### src/rtl/i2c_pkg.sv
// Shared types and constants for the upstream I2C master and its bench.
package i2c_pkg;

  typedef enum logic [3:0] {
    IDLE,
    START,
    ADDR,
    ADDR_ACK,
    WDATA,
    WACK,
    RDATA,
    MACK,
    STOP
  } i2c_state_t;

  localparam logic I2C_ACK  = 1'b0;
  localparam logic I2C_NACK = 1'b1;

  localparam logic [6:0] I2C_ADDR_S1 = 7'h48;
  localparam logic [6:0] I2C_ADDR_S2 = 7'h49;

endpackage

### src/rtl/i2c_quarter_tick.sv
// Divides clk into SCL quarter periods: one-cycle tick on the last cycle of
// each quarter plus a free-running 2-bit quarter index; held cleared while idle.
module i2c_quarter_tick #(
  parameter int CLK_DIV = 4
) (
  input  logic       clk,
  input  logic       reset,
  input  logic       clear,
  output logic       tick,
  output logic [1:0] quarter
);

  localparam int CW = $clog2(CLK_DIV);
  localparam logic [CW-1:0] RELOAD = CW'(CLK_DIV - 1);

  logic [CW-1:0] cnt;

  always_ff @(posedge clk or negedge reset) begin
    if (!reset) begin
      cnt     <= '0;
      quarter <= 2'd0;
    end else if (clear) begin
      cnt     <= RELOAD;
      quarter <= 2'd0;
    end else if (cnt == '0) begin
      cnt     <= RELOAD;
      quarter <= quarter + 2'd1;
    end else begin
      cnt <= cnt - 1'b1;
    end
  end

  assign tick = !clear && (cnt == '0);

endmodule

### src/rtl/i2c_master_ctrl.sv
// Single-master I2C controller: one START/addr/data/STOP transfer per command,
// push-pull SCL and open-drain SDA (sda_oe=1 pulls the line low).
module i2c_master_ctrl
  import i2c_pkg::*;
#(
  parameter int CLK_DIV = 4
) (
  input  logic       clk,
  input  logic       reset,
  input  logic       cmd_valid,
  output logic       cmd_ready,
  input  logic [6:0] cmd_addr,
  input  logic       cmd_rw,
  input  logic [7:0] cmd_wdata,
  output logic [7:0] rd_data,
  output logic       done,
  output logic       nack,
  output logic       busy,
  output logic       scl,
  output logic       sda_oe,
  input  logic       sda_in
);

  i2c_state_t state_q, state_n;
  logic       tick;
  logic [1:0] quarter;
  logic [3:0] bit_cnt;
  logic [7:0] sh;
  logic [7:0] wdata_q;
  logic       rw_q;
  logic       sda_q;
  logic       ack_status;
  logic       handshake;
  logic       slot_end;
  logic       last_bit;

  i2c_quarter_tick #(.CLK_DIV(CLK_DIV)) u_tick (
    .clk     (clk),
    .reset   (reset),
    .clear   (state_q == IDLE),
    .tick    (tick),
    .quarter (quarter)
  );

  assign cmd_ready = !busy;
  assign handshake = cmd_valid && !busy && (state_q == IDLE);
  assign slot_end  = tick && (quarter == 2'd3);
  assign last_bit  = (bit_cnt == 4'd7);

  always_comb begin
    scl = 1'b1;
    if (state_q != IDLE && state_q != START)
      scl = quarter[1];
  end

  always_ff @(posedge clk or negedge reset) begin
    if (!reset)
      state_q <= IDLE;
    else
      state_q <= state_n;
  end

  always_comb begin
    state_n = state_q;
    case (state_q)
      IDLE:     if (handshake) state_n = START;
      START:    if (slot_end) state_n = ADDR;
      ADDR:     if (slot_end && last_bit) state_n = ADDR_ACK;
      ADDR_ACK: if (slot_end) begin
                  if (sda_q == I2C_NACK) state_n = STOP;
                  else if (rw_q)         state_n = RDATA;
                  else                   state_n = WDATA;
                end
      WDATA:    if (slot_end && last_bit) state_n = WACK;
      WACK:     if (slot_end) state_n = STOP;
      RDATA:    if (slot_end && last_bit) state_n = MACK;
      MACK:     if (slot_end) state_n = STOP;
      STOP:     if (slot_end) state_n = IDLE;
      default:  state_n = IDLE;
    endcase
  end

  // Status is collected in ack_status and only published to nack with done.
  always_ff @(posedge clk or negedge reset) begin
    if (!reset) begin
      bit_cnt    <= 4'd0;
      sh         <= 8'h00;
      wdata_q    <= 8'h00;
      rw_q       <= 1'b0;
      sda_q      <= 1'b0;
      ack_status <= 1'b0;
      rd_data    <= 8'h00;
      done       <= 1'b0;
      nack       <= 1'b0;
      busy       <= 1'b0;
    end else begin
      done <= 1'b0;
      if (done)
        busy <= 1'b0;
      if (handshake) begin
        sh         <= {cmd_addr, cmd_rw};
        wdata_q    <= cmd_wdata;
        rw_q       <= cmd_rw;
        bit_cnt    <= 4'd0;
        ack_status <= I2C_ACK;
        busy       <= 1'b1;
      end
      if (tick && quarter == 2'd2) begin
        sda_q <= sda_in;
        if (state_q == RDATA)
          sh <= {sh[6:0], sda_in};
      end
      if (slot_end) begin
        if (state_q == ADDR || state_q == WDATA || state_q == RDATA)
          bit_cnt <= last_bit ? 4'd0 : bit_cnt + 4'd1;
        case (state_q)
          ADDR, WDATA: sh <= {sh[6:0], 1'b0};
          ADDR_ACK: begin
            if (sda_q == I2C_NACK) ack_status <= I2C_NACK;
            else if (!rw_q)        sh <= wdata_q;
          end
          WACK:  ack_status <= sda_q;
          RDATA: if (last_bit) rd_data <= sh;
          MACK:  ack_status <= I2C_ACK;
          STOP: begin
            done <= 1'b1;
            nack <= ack_status;
          end
          default: ;
        endcase
      end
    end
  end

  // SDA only moves while SCL is low, except the START fall and STOP rise.
  always_ff @(posedge clk or negedge reset) begin
    if (!reset) begin
      sda_oe <= 1'b0;
    end else begin
      if (state_q == START && tick && quarter == 2'd1)
        sda_oe <= 1'b1;
      else if (state_q == STOP && tick && quarter == 2'd2)
        sda_oe <= 1'b0;
      else if (tick && quarter == 2'd0) begin
        case (state_q)
          ADDR, WDATA:                sda_oe <= ~sh[7];
          ADDR_ACK, WACK, RDATA, MACK: sda_oe <= 1'b0;
          default: ;
        endcase
      end
      if (slot_end && state_n == STOP && state_q != STOP)
        sda_oe <= 1'b1;
    end
  end

endmodule

### config.mk
export PLATFORM = sky130hd
export DESIGN_NAME = i2c_master_ctrl
export DESIGN_NICKNAME = d
export VERILOG_FILES = /design/src/rtl/i2c_pkg.sv /design/src/rtl/i2c_quarter_tick.sv /design/src/rtl/i2c_master_ctrl.sv
export SDC_FILE = /design/constraint.sdc
export NUM_CORES = 1
export LEC_CHECK = 0
export BUFFER_PORTS_ARGS = -buffer_cell sky130_fd_sc_hd__buf_2
export CELL_PAD_IN_SITES_DETAIL_PLACEMENT = 0
export CELL_PAD_IN_SITES_GLOBAL_PLACEMENT = 1
export CORE_ASPECT_RATIO = 1.25
export CORE_MARGIN = 10
export CORE_UTILIZATION = 44
export DETAILED_ROUTE_END_ITERATION = 16
export PLACE_DENSITY = 0.78
export SYNTH_ARGS = -nofsm -noshare
export SYNTH_HDL_FRONTEND = slang
export SYNTH_HIERARCHICAL = 1
export SYNTH_SLANG_ARGS = --single-unit
export TNS_END_PERCENT = 100
### constraint.sdc
create_clock -name clk -period 2.9 [get_ports clk]
set_clock_uncertainty 0.05 [all_clocks]
set_input_delay 0.58 -clock clk [delete_from_list [all_inputs] [get_ports clk]]
set_output_delay 0.58 -clock clk [all_outputs]
set_load 0.01 [all_outputs]
==> Flow_metrics.wiki, run 1 <==
{| class="wikitable"
! Metric !! Value
|-
| Result of the run || completed
|-
| Number of gates resized after CTS || 0
|-
| Maximum clock frequency || around 0.4 GHz
|-
| Pin count of the biggest net entering global routing || 44
|-
| Overall die area || 0.00821 sq mm
|-
| Number of placement rows || 28
|-
| Tightest hold margin || about 0.38 ns
|-
| Total power after layout || between 1 and 1.5 mW
|-
| Post-detailed-route DRC marker count || 0
|-
| Starting density of the core || 0.459
|-
| Unrepaired setup endpoints after global routing || no
|-
| Crit path launch type || flip-flop
|-
| Post-CTS clock slew at the launch and capture registers of the worst setup and hold paths || 0.08 ns
|-
| Kind of path behind the tightest hold check || in -> async
|-
| DIE HEIGHT || slightly below 100 um
|-
| Cell Area, Synth || 0.00219 sq mm
|-
| Hold buffers post-CTS || 0
|-
| Final hold violations || 0
|-
| Total Negative Setup Slacks || 0 ns
|-
| Number of I/O pins || 34
|-
| TritonCTS clock tree || done
|-
| Placed wire-length estimate || between 3000 and 4000 um
|-
| Critical Path, Cell by Cell || inv_1, ha_1, nor2b_1, nand3_1, or4_1, mux2_4, a21o_1
|-
| Initial antenna violation count || 0
|-
| Iter 0 DRT Violations || 122
|-
| Peak ir drop on the vdd network || 209 uV
|-
| Seq cells post-synth || 43
|-
| Area inside the core boundary || around 0.0048 sq mm
|-
| Layout Nets || 265
|-
| Setup violators final || 0
|-
| Syn-to-layout area delta || 16.8%
|-
| Routability-driven placement congestion ratio || a little under 0.8
|-
| CTS Sinks || 43
|-
| Clock latency at the later pin of the worst-skew pair || around 0.30 ns
|-
| Total clock buffers created by CTS || 5
|-
| Fraction of layout instances using a drive strength above 1 || 0.307
|-
| Global-route total usage across every layer || 0.130
|-
| Buffers inserted during post-CTS setup optimization || 0
|-
| Number of diodes || 0
|-
| Maximum capacitance violations || 0
|-
| Data arrival time of the critical path || around 2.6 ns
|-
| Maximum count of clock buffers along a single path || 2
|-
| Class of the most critical setup path || reg -> reg
|-
| Buffer cell driving the clock tree root || clkbuf_8
|-
| Syn. warnings || 6
|-
| Slew at the pin with the worst max-slew slack || between 0.9 and 1 ns
|-
| Worst path max stage delay || between 0.5 and 0.6 ns
|-
| Seq/Total Area, Yosys || 0.492
|-
| Top cell type's share of synthesized area || 0.492
|-
| # port buffers || 33
|-
| Drt pass-1 iters || 4
|-
| Clock period minus final worst setup slack || ~2.5 ns
|-
| Final WL || roughly 5300 um
|-
| Horiz. Die Dim || between 80 and 90 um
|-
| Rel. slew slack || 0.356
|-
| Number of enable flip-flop cells after synthesis || 0
|-
| Final core utilization || 0.536
|-
| Crit end category || flip-flop
|-
| Synth async-reset ratio || 1.00
|-
| Most used standard cell by instance count after synthesis || dfrtp_1
|-
| Area leader, netlist || dfrtp_1
|-
| Final period util || 0.846
|-
| Mean cell area of the mapped netlist || 10.7 sq um
|-
| Count of vias placed by the detailed router || approximately 1700
|-
| Via count of the first global-routing pass || roughly 1800
|-
| Power Density || 411 mW/mm^2
|-
| Remaining number of nets flagged by the antenna check after routing || 0
|-
| Depth of the CTS H-tree || 2
|-
| Syn Inst Count || around 200
|-
| Dominant synthesized flop cell || dfrtp_1
|-
| DR vias/cell || roughly 5.7
|-
| Remaining global-route overflow || 0
|-
| CP required || slightly above 3 ns
|-
| Post-DR wirelength/cell || 17.6 um
|-
| Worst-path maximum fanout || 8
|-
| Number of distinct library cells after synthesis || 45
|-
| Post-synthesis net count || between 200 and 250
|-
| Max Transition Viols Final || 0
|-
| Ranking of synthesized cells by area || dfrtp_1 49%, mux2_2 9.3%, o32ai_1 3.2%, a211oi_1 3.1%, nor2_1 2.9%
|-
| Top post-synthesis cells by count || 43 x dfrtp_1, 18 x mux2_2, 17 x nor2_1
|-
| Wire length of the first global-routing pass || about 9100 um
|-
| Static Leakage || approximately 1.2 nW
|-
| Library cell contributing the largest single delay on the critical path || or4_1
|}
[sequential cells by signal, summed over array words and instances (netlist names)]
register and cells:
rd_data 8, sh 8, nack 1, sda_oe 1
u_tick/cnt 2, sda_q 1, u_tick/quarter 2, bit_cnt 4
wdata_q 8, busy 1, done 1, state_q 4
ack_status 1, rw_q 1
[stage by stage]
stage / area [sq um] / cells / worst slack, ns
6_report: 2550 / 304 / 0.447
5_1_grt: 2550 / 304 / 0.328
4_1_cts: 2550 / 304 / 0.462
3_5_place_dp: 2450 / 296 / 0.508
3_3_place_gp: 2450 / 296 / 0.562
2_1_floorplan: 2190 / 204 / 0.447
[critical path, delay by kind of cell (launching register included)]
family	cells	cell delay, ns
and+or+nand+nor	3	1.11
DFF	1	0.37
muxes	1	0.35
adders and majority gates	1	0.24
AOI/OAI and AO/OA	1	0.17
buffers and inverters	1	0.07
[final timing paths]
kind	from	end	slack [ns]	cells after the start
max	u_tick/cnt[0]$_DFF_PN0_	bit_cnt[3]$_DFF_PN0_	0.45	7
min	reset	u_tick/cnt[0]$_DFF_PN0_	0.38	1
max reg2reg	u_tick/cnt[0]$_DFF_PN0_	bit_cnt[3]$_DFF_PN0_	0.45	7
min reg2reg	done$_DFF_PN0_	busy$_DFFE_PN0P_	0.44	1
max in group asynchronous	reset	sh[5]$_DFF_PN0_	1.82	1
min in group clk	done$_DFF_PN0_	busy$_DFFE_PN0P_	0.44	1
[layer usage]
metal  share of wire  track usage
met4           0.012       0.0433
met2            0.50        0.221
met5               0            0
met1            0.44        0.157
met3           0.044       0.0321
[cells in the final DEF, fill, tap and decap left out, types with 2 or more instances in the layout]
cell and instances:
a21oi_1 7, nand2b_1 5, nand3b_1 3, o31ai_1 4, nor3_1 6, buf_2 33, xnor2_1 2, nor3b_1 2
nand2_1 6, or2_2 2, buf_4 10, a211oi_1 9, mux2_2 18, a21o_1 4, ha_1 2, mux2i_1 2
clkbuf_8 7, o32ai_1 8, inv_1 5, and3_1 9, a22oi_1 7, nor2b_1 2, nor2_1 17, o21ai_0 6
dfrtp_1 43, nand3_1 6
[power breakdown]
part / internal [mW] / switching (mW)
registers: 0.600 / 0.00176
clock network: 0.217 / 0.205
logic: 0.0109 / 0.0150
[logic make-up (layout without fill, tap and decap cells)]
family / Yosys count / in the layout / synth area share
mux: 21 / 21 / 0.109
compound gates: 51 / 51 / 0.166
xor+xnor: 2 / 2 / 0.00801
simple gates: 69 / 69 / 0.183
flops: 43 / 43 / 0.492
fa+ha+maj: 2 / 2 / 0.0114
buf+inv: 16 / 56 / 0.0309
[area by class of cell]
cell class	count	area [sq um]
well taps	60	75.1
clock buffers	8	100
repair buffers	43	240
inverters	5	18.8
fillers	469	2210
flip-flops and latches	43	1080
multi-input cells	145	1040
Note: power is estimated with default switching activity, not from simulation.
==> run 2: changes to the inputs <==
Clock period 2.9 ns to 2.5 ns, I/O delays scaled along.
==> run 2 against run 1 <==
Worst hold slack lost 0.26 ns. Die area is the same. Sequential share of layout area fell by 1.2 points. Setup slack lost 0.11 ns. Final cell count is 2.3% higher. Critical path depth up 1. Combinational power increased by 29%. Count of clock-buffer cells in the layout is the same. Total power rose by 15%. Sequential cell count did not move. Largest power group unchanged.
==> Flow_metrics.wiki, run 2 (synthesis gave the netlist of run 1 again) <==
{| class="wikitable"
! Metric !! Value
|-
| Result of the run || completed
|-
| Maximum capacitance violations || 0
|-
| Data arrival time of the critical path || around 2.3 ns
|-
| Number of I/O pins || 34
|-
| Iter 0 DRT Violations || 90
|-
| # port buffers || 33
|-
| Clock latency at the later pin of the worst-skew pair || roughly 0.29 ns
|-
| Total clock buffers created by CTS || 5
|-
| Critical path launch point || u_tick/cnt[0]$_DFF_PN0_
|-
| Remaining global-route overflow || 0
|-
| Clock period minus final worst setup slack || about 2.2 ns
|-
| Post-CTS clock slew at the launch and capture registers of the worst setup and hold paths || 0.08 ns
|-
| Global-route total usage across every layer || 0.128
|-
| Syn-to-layout area delta || 20.1%
|-
| Maximum clock frequency || 0.462 GHz
|-
| CTS Sinks || 43
|-
| Worst-path maximum fanout || 7
|-
| Final WL || roughly 5200 um
|-
| Horiz. Die Dim || about 83 um
|-
| DR vias/cell || about 5.7
|-
| Fraction of layout instances using a drive strength above 1 || 0.335
|-
| Via count of the first global-routing pass || between 1500 and 2000
|-
| Area inside the core boundary || 0.00476 sq mm
|-
| Rel. slew slack || 0.666
|-
| Post-DR wirelength/cell || approximately 17 um
|-
| Maximum count of clock buffers along a single path || 2
|-
| Commonest non-fill, non-tap cells in the layout || 43 x dfrtp_1, 33 x buf_2, 18 x mux2_2
|-
| Routability-driven placement congestion ratio || between 0.7 and 0.8
|-
| Static Leakage || roughly 1.3 nW
|-
| Remaining number of nets flagged by the antenna check after routing || 0
|-
| Register-to-Register Path Depth || 8
|-
| Slew at the pin with the worst max-slew slack || between 0.5 and 0.6 ns
|-
| Unrepaired setup endpoints after global routing || no
|-
| Pin count of the biggest net entering global routing || between 40 and 50
|-
| Buffer cell driving the clock tree root || clkbuf_8
|-
| Starting density of the core || 0.459
|-
| Peak ir drop on the vdd network || ~280 uV
|-
| Kind of path behind the tightest hold check || in -> async
|-
| Final period util || 0.866
|-
| Max Transition Viols Final || 0
|-
| CP required || about 2.6 ns
|-
| Layout Nets || roughly 270
|-
| Setup violators final || 0
|-
| Final hold violations || 0
|-
| Placed wire-length estimate || 3750 um
|-
| Initial antenna violation count || 0
|-
| Class of the most critical setup path || reg -> reg
|-
| Wire length of the first global-routing pass || roughly 9000 um
|-
| Count of vias placed by the detailed router || 1763
|-
| DIE HEIGHT || 98.8 um
|-
| Largest registers || rd_data (8), sh (8), wdata_q (8)
|-
| Leading cell type in the layout, fill and taps excluded || dfrtp_1
|-
| Overall die area || ~0.008 sq mm
|-
| Total power after layout || 1.21 mW
|-
| Total Negative Setup Slacks || 0 ns
|-
| Number of placement rows || 28
|-
| Crit end category || flip-flop
|-
| Worst R2R Start || u_tick/cnt[0]$_DFF_PN0_
|-
| TritonCTS clock tree || done
|-
| Drt pass-1 iters || 4
|-
| Number of diodes || 0
|-
| Post-detailed-route DRC marker count || 0
|-
| Crit path launch type || flip-flop
|-
| Depth of the CTS H-tree || 2
|-
| Power Density || ~460 mW/mm^2
|}
[run 2: final cells by class]
cell class              count  area [sq um]
fillers                   476          2140
flip-flops and latches     43          1080
multi-input cells         145          1050
repair buffers             50           305
clock buffers               8           100
well taps                  60          75.1
inverters                   5          18.8
[run 2: stage by stage]
| stage | utilization | hold slack (ns) | worst slack, ns | cells | cell area, sq um |
|---|---|---|---|---|---|
| 2_1_floorplan | - | 0.154 | 0.0473 | 204 | 2190 |
| 3_3_place_gp | 0.529 | 0.391 | 0.281 | 303 | 2520 |
| 3_5_place_dp | 0.529 | 0.396 | 0.220 | 303 | 2520 |
| 4_1_cts | 0.550 | 0.128 | 0.206 | 311 | 2620 |
| 5_1_grt | 0.551 | 0.133 | 0.119 | 311 | 2630 |
| 6_report | 0.551 | 0.121 | 0.335 | 311 | 2630 |
[run 2: critical path, stage by stage (launching register included)]
cell	delay [ns]
dfrtp_1	0.37
inv_1	0.07
ha_1	0.23
nor2b_2	0.26
nand3_1	0.12
or4_1	0.47
buf_4	0.19
mux2i_1	0.11
a21o_1	0.19
[run 2: final timing paths]
path	endpoint	slack (ns)
setup / recovery	bit_cnt[2]$_DFF_PN0_	0.33
hold / removal	busy$_DFFE_PN0P_	0.12
setup reg to reg	bit_cnt[2]$_DFF_PN0_	0.33
hold reg to reg	busy$_DFFE_PN0P_	0.40
max in group asynchronous	sh[7]$_DFF_PN0_	2.08
min in group clk	wdata_q[3]$_DFFE_PN0P_	0.38
[run 2: what timing repair did]
action                                  CTS  global route
endpoints found under the setup margin    0             8
hold buffers                              0             0
resized for setup                         0             2
setup buffers                             0             0
[run 2: metal layers]
metal,wire (um),vias to the layer above,track usage,share of wire
met2,2510,45,0.215,0.48
met5,0,-,0,0
met1,2360,843,0.152,0.46
met3,217,12,0.0329,0.042
met4,98,0,0.0538,0.019
li1,-,863,-,-
[run 2: power by group]
| part | leakage, nW | switching, mW | internal (mW) |
|---|---|---|---|
| clock | 0.0515 | 0.226 | 0.252 |
| sequential | 0.526 | 0.00231 | 0.696 |
| combinational | 0.707 | 0.0176 | 0.0159 |
==> run 3: changes to the inputs <==
Settings changed: ABC_AREA set to 1, CAP_MARGIN set to 20, CORE_UTILIZATION 44 to 41, PLACE_DENSITY 0.78 to 0.77, SETUP_SLACK_MARGIN set to 0.1.
==> run 3 against run 2 <==
Register-to-register slack is essentially flat. Setup slack gained 0.0080 ns. Synthesized cell count grew 60%. Core utilization shrank 7.1 points. Final cell count grew 38%. Die area grew 15%. Total power shrank 3.8%. Global-route usage grew 0.66 points. Critical path depth is the same. Count of clock-buffer cells in the layout shrank 1.
==> Flow_metrics.wiki, run 3 <==
{| class="wikitable"
! Metric !! Value
|-
| Most used standard cell by instance count after synthesis || nand2_1
|-
| Post-DR wirelength/cell || approximately 14 um
|-
| Number of enable flip-flop cells after synthesis || 0
|-
| Buffer cell driving the clock tree root || clkbuf_8
|-
| Number of placement rows || 31
|-
| Number of I/O pins || 34
|-
| Class of the most critical setup path || reg -> reg
|-
| Top cell type's share of synthesized area || 0.443
|-
| Pin count of the biggest net entering global routing || 23
|-
| Routed metal-1 wirelength || approximately 2700 um
|-
| Number of distinct library cells after synthesis || 33
|-
| Peak ir drop on the vdd network || 209 uV
|-
| Top post-synthesis cells by count || 119 x nand2_1, 43 x dfrtp_1, 35 x inv_1
|-
| Wire length of the first global-routing pass || 10200 um
|-
| Overall die area || 0.00942 sq mm
|-
| Post-detailed-route DRC marker count || 0
|-
| Clock period minus final worst setup slack || between 2 and 2.5 ns
|-
| Largest registers || rd_data (8), sh (8), wdata_q (8)
|-
| Largest delay share family, worst path || simple AND/OR/NAND/NOR gates
|-
| Tightest hold margin || around 0.13 ns
|-
| Via count of the first global-routing pass || around 2200
|-
| CTS Sinks || 43
|-
| Slew at the pin with the worst max-slew slack || about 0.54 ns
|-
| Maximum count of clock buffers along a single path || 2
|-
| Final period util || 0.863
|-
| Worst path max stage delay || approximately 0.50 ns
|-
| Static Leakage || between 1.5 and 2 nW
|-
| Remaining global-route overflow || 0
|-
| Final hold violations || 0
|-
| Maximum capacitance violations || 0
|-
| # fillers || between 600 and 700
|-
| Seq cells post-synth || 43
|-
| Max Transition Viols Final || 0
|-
| Leading cell type in the layout, fill and taps excluded || nand2_1
|-
| Fraction of layout instances using a drive strength above 1 || 0.187
|-
| Area inside the core boundary || approximately 0.0058 sq mm
|-
| Dominant synthesized flop cell || dfrtp_1
|-
| Initial antenna violation count || 0
|-
| Unrepaired setup endpoints after global routing || yes
|-
| CP required || 2.66 ns
|-
| Ranking of synthesized cells by area || dfrtp_1 44%, nand2_1 18%, inv_1 5.4%, nand3_1 4.9%, nor2_1 4.2%
|-
| Most frequent cell on the critical path || nor2_1
|-
| Syn-to-layout area delta || 14.3%
|-
| Met3 Wirelength || 381 um
|-
| Iter 0 DRT Violations || 141
|-
| Met2 routed wirelength || 2790 um
|-
| Starting density of the core || 0.420
|-
| Drt pass-1 iters || 4
|-
| Total Negative Setup Slacks || 0 ns
|-
| Setup violators final || 0
|-
| Post-Layout Inst Area || 0.00278 sq mm
|-
| Syn Inst Count || approximately 330
|-
| Post-CTS clock slew at the launch and capture registers of the worst setup and hold paths || roughly 0.080 ns
|-
| Clock latency at the later pin of the worst-skew pair || ~0.29 ns
|-
| Power Density || roughly 420 mW/mm^2
|-
| Post-Place Setup Slack || ~0.28 ns
|-
| Global-route total usage across every layer || 0.135
|-
| Count of buffering cells on the critical path with inverters included || 1
|-
| Post-place instance area || ~0.0027 sq mm
|-
| Hold buffers post-CTS || 0
|-
| # port buffers || 33
|-
| Crit path launch type || flip-flop
|-
| Final WL || 5920 um
|-
| Syn. warnings || 6
|-
| Minimum setup slack in the final design || 0.343 ns
|-
| Data arrival time of the critical path || approximately 2.3 ns
|-
| DR vias/cell || about 5
|-
| Worst-path maximum fanout || 16
|-
| Highest metal layer with signal wires || met4
|-
| Total power after layout || approximately 1.2 mW
|-
| Horiz. Die Dim || around 89 um
|-
| Rel. slew slack || 0.638
|-
| Routability-driven placement congestion ratio || a little over 0.9
|-
| Result of the run || completed
|-
| Commonest non-fill, non-tap cells in the layout || 119 x nand2_1, 43 x dfrtp_1, 35 x inv_1
|-
| Area leader, netlist || dfrtp_1
|-
| Kind of path behind the tightest hold check || in -> async
|-
| Depth of the CTS H-tree || 2
|-
| Number of diodes || 0
|-
| DIE HEIGHT || ~110 um
|-
| Library cell contributing the largest single delay on the critical path || dfrtp_1
|-
| Crit end category || flip-flop
|-
| Layout Nets || between 300 and 400
|-
| Buffers inserted during post-CTS setup optimization || 0
|-
| Synth async-reset ratio || 1.00
|-
| Critical Path, Cell by Cell || inv_2, nand2_2, nor2_1, nor2_1, nand3_2, nor3_2, nand3_4, o21ai_0
|-
| Post-synthesis net count || 348
|-
| Total clock buffers created by CTS || 5
|-
| Maximum clock frequency || around 0.46 GHz
|-
| Placed wire-length estimate || 4470 um
|-
| Cell Area, Synth || between 0.002 and 0.0025 sq mm
|-
| Count of vias placed by the detailed router || 2153
|-
| Seq/Total Area, Yosys || 0.443
|-
| Mean cell area of the mapped netlist || around 7.4 sq um
|-
| Remaining number of nets flagged by the antenna check after routing || 0
|-
| TritonCTS clock tree || done
|}
## run 3: cell types whose count changed in the layout (fill, tap and decap cells not counted), sizes merged, moves of 12 or more
| cell | before | now |
|---|---|---|
| buf | 50 | 38 |
| inv | 5 | 39 |
| nand3 | 6 | 28 |
| nor2 | 18 | 34 |
| o21ai | 6 | 22 |
| nand2 | 6 | 121 |
| mux2 | 19 | 1 |
## run 3: worst paths after layout
check                      cells past startpoint                 start                endpoint  slack [ns]
max in group asynchronous                      2                 reset    bit_cnt[3]$_DFF_PN0_        1.77
min reg2reg                                    1        done$_DFF_PN0_        busy$_DFFE_PN0P_        0.40
max reg2reg                                    8  state_q[1]$_DFF_PN0_  rd_data[4]$_DFFE_PN0P_        0.34
min                                            1                 reset    state_q[3]$_DFF_PN0_        0.13
max                                            8  state_q[1]$_DFF_PN0_  rd_data[4]$_DFFE_PN0P_        0.34
min in group clk                               3          cmd_wdata[1]  wdata_q[1]$_DFFE_PN0P_        0.34
## run 3: power by group
part	total, mW	switching (mW)	internal (mW)
Combinational	0.0362	0.0214	0.0148
Clock	0.430	0.234	0.196
Sequential	0.697	0.000996	0.696
Total	1.16	0.257	0.907
## run 3: cells by family after synthesis
group / Yosys count / synth area share
muxes: 1 / 0.00464
xor gates and xnor gates: 1 / 0.00361
DFF: 43 / 0.443
adders and majority gates: 2 / 0.0103
AOI/OAI and AO/OA: 35 / 0.0881
buffers and inverters: 48 / 0.0835
and+or+nand+nor: 196 / 0.367
## run 3: worst reg2reg max path, cell delays in order, from the launching register on
cell and delay, ns:
dfrtp_1 0.50, inv_2 0.13, nand2_2 0.12, nor2_1 0.07, nor2_1 0.20, nand3_2 0.23, nor3_2 0.32, nand3_4 0.23
o21ai_0 0.23
## run 3: per-layer routing
layer / vias up / GRT usage
li1: 1114 / -
met1: 982 / 0.168
met2: 50 / 0.218
met3: 7 / 0.0359
met4: 0 / 0.0463
met5: - / 0
## run 3: repair_timing
| action | CTS | global route |
|---|---|---|
| resized for setup | 0 | 3 |
| setup endpoints to repair | 0 | 12 |
| hold endpoints to repair | 0 | 0 |
## run 3: per-stage QoR
| stage | util | instances |
|---|---|---|
| 6_report | 0.480 | 430 |
| 4_1_cts | 0.478 | 430 |
| 5_1_grt | 0.480 | 430 |
| 3_5_place_dp | 0.464 | 422 |
| 2_1_floorplan | - | 326 |
| 3_3_place_gp | 0.464 | 422 |
## run 3: layout make-up
| type | instances | area (sq um) | area share |
|---|---|---|---|
| multi-input cells | 235 | 1160 | 0.420 |
| clock buffers | 7 | 76.3 | 0.0275 |
| inverters | 40 | 155 | 0.0559 |
| well taps | 66 | 82.6 | 0.0298 |
| flip-flops and latches | 43 | 1080 | 0.388 |
| clock inverters | 1 | 5.00 | 0.00180 |
| repair buffers | 38 | 215 | 0.0775 |
